<file path="src/rtl/branch_resolve_unit.sv">
// branch_resolve_unit: resolves MIPS conditional branches from ALU flags, predicts with a 2-bit BHT, trains it and counts branches/mispredicts
module branch_resolve_unit #(
  parameter int BHT_ENTRIES = 16,
  parameter int PC_W = 32,
  parameter logic [1:0] CTR_INIT = 2'b01,
  parameter int CNT_W = 16
) (
  input  logic             clk,
  input  logic             reset_n,
  input  logic [PC_W-1:0]  fetch_pc,
  output logic             predict_taken,
  input  logic             resolve_valid,
  input  logic [31:0]      instruction,
  input  logic [PC_W-1:0]  branch_pc,
  input  logic             predicted,
  input  logic             z_flag,
  input  logic             n_flag,
  output logic             ch_out,
  output logic             link_out,
  output logic             is_branch,
  output logic             mispredict,
  output logic             if_id_reset,
  output logic [CNT_W-1:0] branch_count,
  output logic [CNT_W-1:0] mispredict_count
);
  localparam int IW = $clog2(BHT_ENTRIES);
  logic [1:0] bht [BHT_ENTRIES];
  logic [IW-1:0] f_idx, b_idx;
  logic [5:0] opcode;
  logic [4:0] rt;
  logic legal, cond, link, br, mis;
  logic [1:0] cur, nxt;
  assign opcode = instruction[31:26];
  assign rt = instruction[20:16];
  assign f_idx = fetch_pc[IW+1:2];
  assign b_idx = branch_pc[IW+1:2];
  assign predict_taken = bht[f_idx][1];
  always_comb begin
    legal = 1'b0;
    cond = 1'b0;
    link = 1'b0;
    case (opcode)
      6'b000100: begin legal = 1'b1; cond = z_flag; end
      6'b000101: begin legal = 1'b1; cond = !z_flag; end
      6'b000111: begin legal = rt == 5'd0; cond = !z_flag && !n_flag; end
      6'b000110: begin legal = rt == 5'd0; cond = z_flag || n_flag; end
      6'b000001: begin
        legal = rt[3:1] == 3'b000;
        cond = rt[0] ? !n_flag : n_flag;
        link = rt[4];
      end
      default: ;
    endcase
  end
  assign br = resolve_valid && legal;
  assign mis = br && (cond != predicted);
  assign cur = bht[b_idx];
  assign nxt = cond ? (cur == 2'b11 ? cur : cur + 2'd1) : (cur == 2'b00 ? cur : cur - 2'd1);
  always_ff @(posedge clk or negedge reset_n) begin
    if (!reset_n) begin
      for (int i = 0; i < BHT_ENTRIES; i++) bht[i] <= CTR_INIT;
    end else if (br) begin
      bht[b_idx] <= nxt;
    end
  end
  always_ff @(posedge clk or negedge reset_n) begin
    if (!reset_n) begin
      ch_out <= 1'b0;
      link_out <= 1'b0;
      is_branch <= 1'b0;
      mispredict <= 1'b0;
      if_id_reset <= 1'b0;
      branch_count <= '0;
      mispredict_count <= '0;
    end else begin
      ch_out <= br && cond;
      link_out <= br && link;
      is_branch <= br;
      mispredict <= mis;
      if_id_reset <= mis;
      branch_count <= (br && ~&branch_count) ? branch_count + CNT_W'(1) : branch_count;
      mispredict_count <= (mis && ~&mispredict_count) ? mispredict_count + CNT_W'(1) : mispredict_count;
    end
  end
endmodule

</file>
<file path="config.mk">
export PLATFORM = sky130hd
export DESIGN_NAME = branch_resolve_unit
export DESIGN_NICKNAME = d
export VERILOG_FILES = /design/src/rtl/branch_resolve_unit.sv
export SDC_FILE = /design/constraint.sdc
export NUM_CORES = 1
export LEC_CHECK = 0
export ABC_CLOCK_PERIOD_IN_PS = 4500
export CORE_MARGIN = 2
export CORE_UTILIZATION = 45
export CTS_BUF_LIST = sky130_fd_sc_hd__clkbuf_4 sky130_fd_sc_hd__clkbuf_8 sky130_fd_sc_hd__clkbuf_16
export CTS_CLUSTER_SIZE = 8
export DETAILED_ROUTE_END_ITERATION = 8
export GPL_TIMING_DRIVEN = 0
export PLACE_DENSITY = 0.81
export SLEW_MARGIN = 20
export SYNTH_ARGS = -nofsm -noshare
export SYNTH_HDL_FRONTEND = slang
export SYNTH_SLANG_ARGS = --single-unit
</file>
<file path="constraint.sdc">
create_clock -name clk -period 4.5 [get_ports clk]
set_input_delay 0.9 -clock clk [delete_from_list [all_inputs] [get_ports clk]]
set_output_delay 0.9 -clock clk [all_outputs]
set_load 0.02 [all_outputs]
</file>
Yosys cells after proc, flatten, opt, wreduce, memory -nomap -nowiden
Cells that the tools add are included.
{"block": "totals", "out_inout_bits": 38, "in_bits": 102, "word_cells": 74, "ff_bits": 68}
{"block": "op_classes", "eq_ne": 7, "n_mux": 16, "n_addsub": 4, "bitwise": 2, "n_reduce_logical": 20, "n_lt_le_gt_ge": 3}
{"operator": "adder 16 x 1 -> 16 bit, second input constant", "count": 2}
{"operator": "bitwise mux 32 bit", "count": 1}
{"operator": "AND reduction 16 bit", "count": 2}
{"operator": "== test 6 x 3 -> 1 bit, second input constant", "count": 4}
{"operator": "binary-select mux 2 bit (select 4 bit)", "count": 2}
{"operator": "2-to-1 mux 2 bit", "count": 8}
{"operator": ">= comparator 5 bit, second input constant", "count": 2}
{"operator": "NOT 4 -> 5 bit", "count": 2}
{"operator": "demux 2 bit (select 4 bit)", "count": 1}
{"operator": "logical AND 1 bit", "count": 8}
{"operator": "== test 6 x 1 -> 1 bit, second input constant", "count": 1}
{"operator": "zero test 5 bit", "count": 1}
{"operator": "less-than comparator 5 x 1 -> 1 bit, second input constant", "count": 1}
{"operator": "case mux 1 bit (5 select lines)", "count": 1}
{"operator": "zero test 1 bit", "count": 4}
{"operator": "OR reduction 2 bit", "count": 2}
{"operator": "zero test 3 bit", "count": 1}
{"operator": "case mux 1 bit (3 select lines)", "count": 1}
{"operator": "adder 2 x 1 -> 2 bit, second input constant", "count": 1}
{"operator": "== test 2 bit, second input constant", "count": 1}
{"operator": "zero test 2 bit", "count": 1}
{"operator": "2-to-1 mux 1 bit", "count": 2}
{"operator": "subtractor 2 x 1 -> 2 bit, second input constant", "count": 1}
{"operator": "logical OR 1 bit", "count": 1}
{"operator": "inequality test 1 bit", "count": 1}

Logic depth before layout (Yosys ltp)
{"block": "depth", "ltp_word": 8, "mapped_depth": 8, "mapped_depth_nobuf": 7}

Least setup slack after synthesis
Ideal clock, no wire load.
{"block": "synth_path", "kind": "input to output", "from": "input fetch_pc[2]", "to": "output predict_taken", "t_arrival_ns": 1.905, "required_time_ns": 3.600, "path_buffers": 0, "slack_ns": 1.695, "stages": 2, "cell_sequence": "mux4_2 mux4_2"}
{"block": "synth_between", "elab_chain_cells": 4}
{"item": "start: declaration", "line_no": "10", "text": "input logic [PC_W-1:0] fetch_pc,"}
{"item": "NOT 4 -> 5 bit (not written as such)", "line_no": "37", "text": "assign predict_taken = bht[f_idx][1];"}
{"item": "binary-select mux 2 bit (select 4 bit)", "line_no": "37"}
{"item": "2-to-1 mux 2 bit (not written as such) (2 in series)", "line_no": "37"}
{"item": "end: declaration", "line_no": "11", "text": "output logic predict_taken,"}
Every way passes these cells. The select of a mux whose other input is x is not followed.

Final worst setup path
Same ends and word-level chain as after synthesis.

==> flow_metrics.tcl <==
set metrics [dict create \
    root_buffer "clkbuf_8" \
    synth_top_area_cell "dfrtp_1" \
    gp_congestion 0.884 \
    startpoint_type "input pin" \
    die_y_microns 94.3 \
    ir_drop_v 0.000174 \
    synthCells 322 \
    clkTransAtPathRegs_ps 80 \
    cpMaxStageDelayCell "clkdlybuf4s50_1" \
    hold_violations 0 \
    r2r-end "bht[27]" \
    crit_required_ps 3600 \
    n_antenna_cell 0 \
    placementRows 32 \
    fin_crit_ps 4050 \
    r2r_slack_ps 2390 \
    post-cts-setup-buffers 0 \
    rsz0062_at_grt "false" \
    drc 0 \
    h-tree-depth 3 \
    synth.area.top_cells "dfrtp_1 (35%), dfstp_2 (11%), nand2_1 (5.3%)" \
    run_status "finished clean" \
    hpwl_mm 6.14 \
    wl_mm 8.51 \
    fin_setup_tns_ps 0 \
    drt_iter0_drc 238 \
    clockBufferDepth 2 \
    fmax_mhz 247 \
    cts_buffers 9 \
    ioPinCount 140 \
    synth-seq-cells 68 \
    dr_total_vias 2864 \
    postCtsHoldBufs 0 \
    io_buffers 62 \
    grt_pass1_vias 2872 \
    crit_start "fetch_pc[2]" \
    grt_pass1_wl_mm 14.2 \
    slew_viol_final 0 \
    cts.repair.resized 0 \
    criticalPathCategory "input pin to output pin" \
    ant_nets 0 \
    syn_avg_cell_area_sq_um 11.4 \
    p_per_area_nw_per_um2 291 \
    setup_viol 0 \
    fin_nets 500 \
    wl_per_cell_microns 16.9 \
    crit_chain "clkdlybuf4s50_1, mux4_2, mux4_2, clkdlybuf4s50_1" \
    synth_top_area_share_pct 35.4 \
    leakagePower_nw 1.90 \
    fin_crit_sh_pct 90.1 \
    drive_gt1_share_pct 21.9 \
    seq_area_frac_synth_pct 46.9 \
    hold_path_class "input pin to asynchronous set/reset pin" \
    critPathMaxStageDelay_ps 660 \
    grt_max_degree 43 \
    die_x_microns 94.3 \
    clock-skew-final_ps 11.1 \
    overflow 0 \
    ys_warn_count 0 \
    worst_pin_slew_ps 478 \
    drtPass1Iterations 4 \
    cts_tree "built" \
    synthesis.area_sq_um 3670 \
    synth_nets 426 \
    synth_cell_types 54 \
    num-fill-cells 661 \
    relSlewSlack_pct 68.1 \
    ff2ff_path_depth 7 \
    core_area_sq_um 7810 \
    die-area_sq_um 8900 \
    drv_cap 0 \
    groute.usage.overall_pct 20.7 \
    start_util_pct 47.0 \
    clk_latency_ps 340 \
    finish.utilization_pct 59.6 \
    synthArstFlopShare_pct 100 \
    viasPerCell 5.69 \
    end_kind "output pin" \
    synth_edf_count 0 \
    area_growth_pct 26.7 \
    cts.sinks 68 \
    synth.top_cells.by_count "dfrtp_1 (52), nand2_1 (52), nand3_1 (23)" \
    critPathMaxFanout 4 \
    cp_data_arrival_time_ps 3150 \
    crit_path_end "predict_taken" \
    r2r-start "bht[29]" \
    antenna_found_initial 0 \
    ys.flop_type "dfrtp_1" \
]
## power breakdown
group	internal (mW)	switching, mW
combinational	0.0763	0.0831
sequential	0.628	0.0199
clock	0.310	0.239
## area by class of cell
class,count,area [sq um],share of cell area (%)
repair buffers,63,638,13.7
clock inverters,7,91.3,1.96
multi-input cells,238,1830,39.2
clock buffers,9,124,2.66
plain buffers,14,116,2.50
inverters,2,8.76,0.188
well taps,102,128,2.74
flip-flops and latches,68,1720,37.0
## how the worst min path moves through the flow
stage,start,to,slack [ps],cells past startpoint
after global placement,bht[20],bht[20],460,2
after floorplan,bht[20],bht[20],450,2
after detailed placement,bht[20],bht[20],460,2
final,reset_n,bht[21],470,1
after global routing,reset_n,bht[21],490,1
after CTS,reset_n,bht[21],470,1
## sequential cells by signal (all words and copies together), names as in the netlist
signal and count:
link_out 1, if_id_reset 1, ch_out 1, mispredict_count 16
bht 32, is_branch 1, branch_count 16
## routing by layer
metal  vias up  routed length [microns]  track usage, %
li1       1314                        -               -
met1      1427                     3630            27.3
met2       106                     4140            32.3
met3        17                      575            5.91
met4         0                      166            8.82
met5         -                        0               0
## through the flow
step	cell area (sq um)	hold slack, ps	cells	setup WS, ps	total power, mW
after floorplan	3670	451	322	1700	0.731
after global placement	4420	459	486	311	0.810
after detailed placement	4440	461	487	430	0.819
after CTS	4650	465	503	434	1.37
after global routing	4650	486	503	360	1.41
final	4650	467	503	447	1.36
## layout by cell type (no fill, tap or decap), types with 3 or more instances in the layout
master,count
nor2b_1,3
xnor2_1,19
nand4_1,14
xor2_1,12
clkdlybuf4s50_1,61
and4_1,3
nand2_1,52
o21ai_0,14
buf_4,3
buf_6,7
nand3_1,23
clkbuf_8,9
o21ai_1,10
clkinv_2,4
nor2_1,12
o21ai_2,11
mux4_2,8
dfstp_2,16
dfrtp_1,52
and3_1,7
buf_2,3
nor3_1,7
mux4_1,5
## worst max-delay path: cells and delay by family
kind | cells | cell delay, ps
buffers and inverters | 2 | 1210
multiplexers | 2 | 1040
## logic make-up after synthesis
family / after synthesis / synth area share, %
AO/OA/AOI/OAI: 45 / 9.03
XOR/XNOR: 32 / 7.84
adder cells (fa/ha/maj): 2 / 0.681
buffers and inverters: 16 / 3.41
flip-flops: 68 / 46.9
multiplexers: 17 / 9.78
AND/OR/NAND/NOR: 142 / 22.4
No activity file was read; power rests on OpenSTA's default activity.
